===== config.mk =====
export PLATFORM = sky130hd
export DESIGN_NAME = header_word_packer
export DESIGN_NICKNAME = d
export VERILOG_FILES = /design/src/rtl/miner_pkg.sv /design/src/rtl/header_word_packer.sv
export SDC_FILE = /design/constraint.sdc
export NUM_CORES = 1
export LEC_CHECK = 0
export BUFFER_PORTS_ARGS = -buffer_cell sky130_fd_sc_hd__clkbuf_2
export CAP_MARGIN = 20
export CORE_AREA = 2 2 269 271
export CTS_CLUSTER_SIZE = 30
export DETAILED_ROUTE_END_ITERATION = 16
export DIE_AREA = 0 0 271 273
export GPL_ROUTABILITY_DRIVEN = 0
export GPL_TIMING_DRIVEN = 0
export SKIP_CTS_REPAIR_TIMING = 1
export SLEW_MARGIN = 30
export SYNTH_ARGS = -nofsm -noshare
export SYNTH_HDL_FRONTEND = slang
export SYNTH_SLANG_ARGS = --single-unit

===== constraint.sdc =====
create_clock -name clk -period 2.4 [get_ports clk]
set_clock_uncertainty 0.15 [all_clocks]
set_input_delay 0.36 -clock clk [delete_from_list [all_inputs] [get_ports clk]]
set_output_delay 0.36 -clock clk [all_outputs]
set_load 0.02 [all_outputs]

===== src/rtl/miner_pkg.sv =====
// Shared miner types, constants and helpers.
// Byte-swap helper is used when BYTE_SWAP_WORDS_EN is defined.
package miner_pkg;

  typedef enum logic {
    FILL = 1'b0,
    HOLD = 1'b1
  } packer_state_t;

  localparam int HEADER_WORDS = 40;
  localparam int WORD_W       = 16;

  function automatic logic [15:0] bswap16(input logic [15:0] w);
    return {w[7:0], w[15:8]};
  endfunction

endpackage


===== src/rtl/header_word_packer.sv =====
// Packs FWFT FIFO words into one wide work frame with valid/ready handoff.
// Optional BYTE_SWAP_WORDS_EN swaps the bytes of each 16-bit word.
module header_word_packer
  import miner_pkg::*;
#(
  parameter int DWIDTH = WORD_W,
  parameter int WORDS  = HEADER_WORDS
) (
  input  logic                    clk,
  input  logic                    rst,
  input  logic [DWIDTH-1:0]       fifo_dout,
  input  logic                    fifo_empty,
  output logic                    fifo_rd_en,
  input  logic                    flush,
  output logic [WORDS*DWIDTH-1:0] work_data,
  output logic                    work_valid,
  input  logic                    work_ready,
  output logic [31:0]             frame_cnt,
  output logic                    busy
);

  localparam int CW = $clog2(WORDS);

  packer_state_t             r_state;
  logic [CW-1:0]             r_wcnt;
  logic [WORDS*DWIDTH-1:0]   r_data;
  logic                      r_valid;
  logic [31:0]               r_cnt;
  logic [DWIDTH-1:0]         w_word;
  logic                      w_pop;
  logic                      w_hs;

`ifdef BYTE_SWAP_WORDS_EN
  if (DWIDTH != 16) begin : g_bad_width
    $error("BYTE_SWAP_WORDS_EN needs DWIDTH=16");
  end
  assign w_word = DWIDTH'(bswap16(fifo_dout[15:0]));
`else
  assign w_word = fifo_dout;
`endif

  always_comb begin
    w_pop = (r_state == FILL) & ~fifo_empty
          & ~flush & ~rst;
  end

  assign fifo_rd_en = w_pop;
  assign w_hs       = (r_state == HOLD) & r_valid
                    & work_ready;

  always_ff @(posedge clk) begin
    if (rst) begin
      r_state <= FILL;
      r_wcnt  <= '0;
      r_data  <= '0;
      r_valid <= 1'b0;
      r_cnt   <= '0;
    end else if (w_hs) begin
      // Handshake wins over a same-cycle flush.
      r_valid <= 1'b0;
      r_cnt   <= r_cnt + 32'd1;
      r_state <= FILL;
      r_wcnt  <= '0;
    end else if (flush) begin
      r_wcnt  <= '0;
      r_state <= FILL;
      r_valid <= 1'b0;
    end else if (w_pop) begin
      r_data <= {r_data[(WORDS-1)*DWIDTH-1:0],
                 w_word};
      if (r_wcnt == CW'(WORDS - 1)) begin
        r_wcnt  <= '0;
        r_state <= HOLD;
        r_valid <= 1'b1;
      end else begin
        r_wcnt <= r_wcnt + 1'b1;
      end
    end
  end

  assign work_data  = r_data;
  assign work_valid = r_valid;
  assign frame_cnt  = r_cnt;
  assign busy       = (r_wcnt != '0) |
                      (r_state == HOLD);

endmodule

==> reports/results.tsv, run 1 <==
stage	metric	value	unit
status	status	finished, final reports clean	
clock_network	clock_latency	0.62	ns
route	vias	23100	
critical_path	timing.rr.start	work_valid$_SDFFE_PP0P_	
synthesis	syn_inst	2993	
synthesis	yosys.area.top_type	dfxtp_1	
route	dr.pass1.iters	4	
worst_hold_path	hold_path_depth	4	
synthesis	synth_fp_nets	3017	
floorplan	io_pins	696	
critical_path	crit_type	register to output port	
clock_network	cts_tree	done	
critical_path	crit_required	1.89	ns
timing	fin_ws	0.0671	ns
place	dp_hpwl	73200	µm
critical_path	rr_worst_depth	7	
critical_path	arrival	1.82	ns
synthesis	synthTopCellsByArea	dfxtp_1 (58%), nand2_1 (21%), a21oi_1 (14%)	
cells_and_area	area_growth	31.6	%
synthesis	yosysSeqAreaShare	57.7	%
synthesis	synth_edf_count	0	
synthesis	synth_warnings	0	
synthesis	syn-mean-instance-area	7.87	µm²
timing	finalSetupViolCount	0	
route	drt_iter0_drc	1074	
timing	hold_viol	0	
synthesis	ys.flop_type	dfxtp_1	
power	clkPwrFrac	49.5	%
timing	fin_crit_sh	97.2	%
cells_and_area	fillerInstances	7382	
clock_network	clock_sinks	679	
critical_path	r2r_end	work_data[522]$_SDFFE_PP0P_	
synthesis	synth_seq_cells	679	
cells_and_area	drive_above_1_share	23.2	%
global_routing	grt_max_degree	14	
global_routing	grt_pass1_vias	21900	
floorplan	rows	98	
floorplan	die_area	74000	µm²
clock_network	ctsHtreeMaxLevel	3	
global_routing	antenna_found_initial	2	
worst_hold_path	hold_path.class	primary input to register	
worst_hold_path	hold_end	r_wcnt[1]$_SDFFE_PP0N_	
timing	fin_crit	2.33	ns
synthesis	synth_top_area_share	57.7	%
clock_network	clock_path_buffers	3	
power	p_switching	5.47	mW
route	vias_per_cell	4.83	
floorplan	die_w	271	µm
power	internal_power	18.3	mW
critical_path	path_max_fanout	10	
power	ir_drop	0.553	mV
cells_and_area	nets	3809	
worst_hold_path	hold_start	rst	
clock_network	cts_root_buf	clkbuf_16	
route	drc	0	
timing	slew_headroom	47.8	%
critical_path	critPathLaunchType	register	
place	io_buffers	695	
critical_path	rrSetupSlack	0.14	ns
power	leakagePower	11.9	nW
floorplan	initial_utilization	33.2	%
route	avgRoutedWirePerCell	19.5	µm
clock_network	clk_pin_slew	0.06	ns
place	pre_cts_ws	-0.996	ns
timing	slew_violations	0	
floorplan	die_h	273	µm
synthesis	async_flop_share	0	%
cells_and_area	final_core_util	43.7	%
route	totalWireLength	93600	µm
power	p_seq_share	47.6	%
cells_and_area	multi_input_area	9070	µm²
synthesis	synthDistinctLibCells	31	
route	ant_nets	0	
power	comb_power_share	2.9	%
clock_network	cts_buffers	76	
timing	worst_pin_slew	0.782	ns
power	p_sw_share	23.0	%
power	power_density	765	nW/µm²
floorplan	core	71000	µm²
synthesis	syn_area	23600	µm²
global_routing	overflow	0	
flow_run	max_cap_viol_count	0	
cells_and_area	seq_area	13600	µm²
critical_path	endpoint_kind	output port	
timing	fmax	429	MHz
global_routing	grt_pass1_wl	138000	µm
global_routing	grt_use_total	24.2	%
-- cell families after synthesis --
logic type      count (synthesis)  synth area share [%]
simple gates                 1387                  23.0
flops                         679                  57.7
compound gates                675                  14.5
buf+inv                       229                  3.87
xor+xnor                       16                 0.595
mux                             4                 0.191
fa+ha+maj                       3                 0.159
-- power by group through the flow --
stage / sequential, mW / clock [mW] / combinational, mW
after floorplan: 11.6 / 0 / 0.390
after global placement: 11.5 / 0 / 0.658
after global routing: 11.3 / 12.4 / 0.759
after detailed placement: 11.5 / 0 / 0.655
after CTS: 11.3 / 11.9 / 0.659
final: 11.3 / 11.7 / 0.692
-- placed cells by master (no fill, tap or decap), types with 10 or more instances in the layout --
cell	count
clkbuf_16	76
nand4_1	14
buf_2	38
clkbuf_8	14
or4_1	13
clkbuf_2	713
clkinv_2	11
dlygate4sd3_1	18
xor2_1	14
nand3_1	10
nor2_1	23
o31ai_1	13
a21oi_1	659
nand2_1	1295
clkbuf_1	167
buf_1	10
dfxtp_1	678
-- cell usage after synthesis, types with 2 or more instances --
cell type,n
a21oi_1,659
and2_1,2
and3_1,5
and4_1,4
buf_1,10
buf_2,38
clkbuf_1,175
dfxtp_1,679
ha_1,3
inv_1,4
mux2_2,4
nand2_1,1296
nand3_1,10
nand3_2,3
nand4_1,14
nor2_1,24
nor2b_1,4
nor4_1,4
o21ai_0,3
o31ai_1,13
or3_1,3
or4_1,13
xnor2_1,2
xor2_1,14
-- final cells by class --
class,count,share of cell area [%]
flip-flops and latches,679,43.8
multi-input cells,2085,29.2
repair buffers,716,11.9
clock buffers,105,6.94
well taps,950,3.83
plain buffers,222,3.02
clock inverters,26,1.13
inverters,5,0.0767
diodes,3,0.0242
-- metrics by stage --
| step | setup TNS [ns] | cells | power (mW) | hold slack [ns] | instance area (µm²) |
|---|---|---|---|---|---|
| global route | -0.00201 | 4789 | 24.4 | 0.0206 | 31000 |
| detailed placement | -259.33 | 4638 | 12.2 | 0.299 | 28200 |
| global placement | -346.24 | 4638 | 12.2 | 0.292 | 28200 |
| floorplan | 0 | 2993 | 11.9 | 0.312 | 23600 |
| finish | 0 | 4791 | 23.7 | 0.00820 | 31000 |
| CTS | -149.97 | 4769 | 23.9 | -0.233 | 30700 |
-- critical path, cell delays in order (launching register included) --
cell      delay (ns)
dfxtp_4         0.44
nor2_2          0.06
nand2_2         0.13
clkinv_4        0.12
buf_12          0.17
buf_8           0.14
buf_8           0.14
-- metal layers --
layer / track usage, % / part of all wire [%] / up-vias
met5: 0 / 0 / -
met4: 10.4 / 4.5 / 0
met3: 7.83 / 7.9 / 189
met2: 41.6 / 48 / 756
met1: 27.4 / 39 / 10900
li1: - / - / 11300
-- worst max-delay path by stage --
stage / from / to / slack [ns] / cells after the start
after floorplan: frame_cnt[16]$_SDFFE_PP0P_ / frame_cnt[31]$_SDFFE_PP0P_ / 0.32 / 4
after global placement: rst / work_data[456]$_SDFFE_PP0P_ / -1.03 / 6
after detailed placement: flush / fifo_rd_en / -1.0 / 7
after CTS: work_valid$_SDFFE_PP0P_ / fifo_rd_en / -1.50 / 6
after global routing: work_valid$_SDFFE_PP0P_ / fifo_rd_en / -0.002 / 6
final: work_valid$_SDFFE_PP0P_ / fifo_rd_en / 0.07 / 6
-- state kept, by name, indices dropped and copies added (netlist names) --
signal	flops
frame_cnt	32
r_wcnt	6
work_data	640
work_valid	1
No activity file was read; power rests on OpenSTA's default activity.
==> run 2: changes to the inputs <==
--- a/config.mk
+++ b/config.mk
@@ -5,7 +5,7 @@
 export SDC_FILE = /design/constraint.sdc
 export NUM_CORES = 1
 export LEC_CHECK = 0
-export BUFFER_PORTS_ARGS = -buffer_cell sky130_fd_sc_hd__clkbuf_2
+export BUFFER_PORTS_ARGS = -buffer_cell sky130_fd_sc_hd__buf_2
 export CAP_MARGIN = 20
 export CORE_AREA = 2 2 269 271
 export CTS_CLUSTER_SIZE = 30
@@ -13,6 +13,7 @@
 export DIE_AREA = 0 0 271 273
 export GPL_ROUTABILITY_DRIVEN = 0
 export GPL_TIMING_DRIVEN = 0
+export PLACE_DENSITY = 0.63
 export SKIP_CTS_REPAIR_TIMING = 1
 export SLEW_MARGIN = 30
 export SYNTH_ARGS = -nofsm -noshare
==> run 2 against run 1 <==
Count of clock-buffer cells in the layout is 12 higher; largest cell class unchanged; fmax up 3.4%; wire length decreased by 0.95%; non-clock buffer count did not move; sequential power about the same; sequential share of layout area is 0.057 points higher; final area shrank 0.12%; total power decreased by 0.96%; flip-flop and latch count unchanged; utilization down 0.053 points; die area did not move.
==> reports/results.tsv, run 2 (synthesized netlist as in run 1, its figures left out) <==
stage	metric	value	unit
status	status	finished, final reports clean	
clock_network	clock_latency	0.62	ns
place	pre_cts_ws	-0.979	ns
cells_and_area	final_cells	4792	
power	comb_power_share	2.9	%
critical_path	critPathLaunchType	register	
timing	slew_violations	0	
global_routing	grt_pass1_vias	22000	
route	vias_per_cell	4.88	
route	drc	0	
clock_network	cts_buffers	74	
power	clkPwrFrac	49.0	%
global_routing	use_met2	40.5	%
place	numPlacedInstances	4638	
critical_path	endpoint_kind	output port	
clock_network	ctsHtreeMaxLevel	3	
route	vias	23400	
floorplan	initial_utilization	33.2	%
cells_and_area	final_common_cell	nand2_1	
timing	fin_crit_sh	94.0	%
timing	fmax	443	MHz
timing	slew_headroom	44.4	%
global_routing	antenna_found_initial	4	
cells_and_area	largest_register_ffs	640	
cells_and_area	layout_common_cells	nand2_1 (1295), buf_2 (732), dfxtp_1 (677), a21oi_1 (659), clkbuf_1 (171)	
power	power_density	759	nW/µm²
cells_and_area	final_core_util	43.6	%
floorplan	rows	98	
floorplan	die_h	273	µm
clock_network	clock_path_buffers	3	
cells_and_area	nets	3807	
timing	rsz0062_at_grt	no	
power	leakagePower	12.5	nW
route	totalWireLength	92700	µm
timing	fin_crit	2.26	ns
route	drt_iter0_drc	1465	
global_routing	grt-busiest-layer	met2	
critical_path	arrival	1.75	ns
floorplan	core	71000	µm²
timing	setup_tns	0	ns
clock_network	cts_tree	done	
place	dp_hpwl	71900	µm
clock_network	clk_pin_slew	0.06	ns
critical_path	rrSetupSlack	0.19	ns
power	internal_power	18.1	mW
global_routing	overflow	0	
critical_path	crit_type	register to output port	
global_routing	grt_pass1_wl	136000	µm
timing	hold_viol	0	
power	ir_drop	0.690	mV
power	p_switching	5.43	mW
flow_run	max_cap_viol_count	0	
clock_network	clock_sinks	679	
global_routing	grt_max_degree	14	
cells_and_area	area_growth	31.5	%
floorplan	die_w	271	µm
route	dr.pass1.iters	6	
cells_and_area	drive_above_1_share	23.2	%
worst_hold_path	hold_path.class	register to register	
power	p_sw_share	23.1	%
place	io_buffers	695	
global_routing	grtUsageMet1	27.5	%
floorplan	die_area	74000	µm²
global_routing	grt_use_total	23.9	%
critical_path	path_max_fanout	10	
floorplan	io_pins	696	
route	ant_nets	0	
timing	fin_ws	0.144	ns
power	p_seq_share	48.1	%
global_routing	met3_usage	7.42	%
power	finalPower	23.5	mW
clock_network	cts_root_buf	clkbuf_16	
route	avgRoutedWirePerCell	19.3	µm
critical_path	crit_required	1.89	ns
timing	finalSetupViolCount	0	
timing	worst_pin_slew	0.834	ns
cells_and_area	antenna_cells	0	
[run 2: layout make-up]
| class | count | area [µm²] |
|---|---|---|
| buffer | 223 | 942 |
| clock buffer | 117 | 2270 |
| clock inverter | 18 | 204 |
| fill | 7321 | 40000 |
| inverter | 5 | 23.8 |
| multi-input combinational | 2085 | 9070 |
| sequential | 679 | 13600 |
| tap | 950 | 1190 |
| timing repair buffer | 715 | 3680 |
[run 2: final timing paths]
path / endpoint / depth (start not counted) / from
min reg2reg: work_data[628]$_SDFFE_PP0P_ / 2 / work_data[628]$_SDFFE_PP0P_
max reg2reg: frame_cnt[29]$_SDFFE_PP0P_ / 6 / frame_cnt[10]$_SDFFE_PP0P_
min: work_data[628]$_SDFFE_PP0P_ / 2 / work_data[628]$_SDFFE_PP0P_
max: fifo_rd_en / 6 / work_valid$_SDFFE_PP0P_
[run 2: power groups by stage]
stage	clock (mW)	sequential [mW]	combinational [mW]
2_1_floorplan	0	11.6	0.390
3_3_place_gp	0	11.5	0.655
3_5_place_dp	0	11.5	0.652
4_1_cts	11.7	11.3	0.655
5_1_grt	12.2	11.3	0.754
6_report	11.5	11.3	0.689
[run 2: critical path: stages (launching register included)]
cell      delay [ns]
dfxtp_4         0.38
nor2_2          0.12
nand2_2         0.09
clkinv_4        0.12
buf_12          0.16
buf_8           0.13
buf_6           0.12
[run 2: metal layers]
metal,share of wire [%],vias up
met5,0.014,-
met4,4.7,2
met3,8.2,218
met2,47,881
met1,40,11000
li1,-,11300
[run 2: per-stage QoR]
step	hold slack, ns	cell area, µm²
after global routing	0.328	31000
after floorplan	0.312	23600
final	0.300	31000
after detailed placement	0.294	28200
after global placement	0.293	28200
after CTS	-0.216	30700
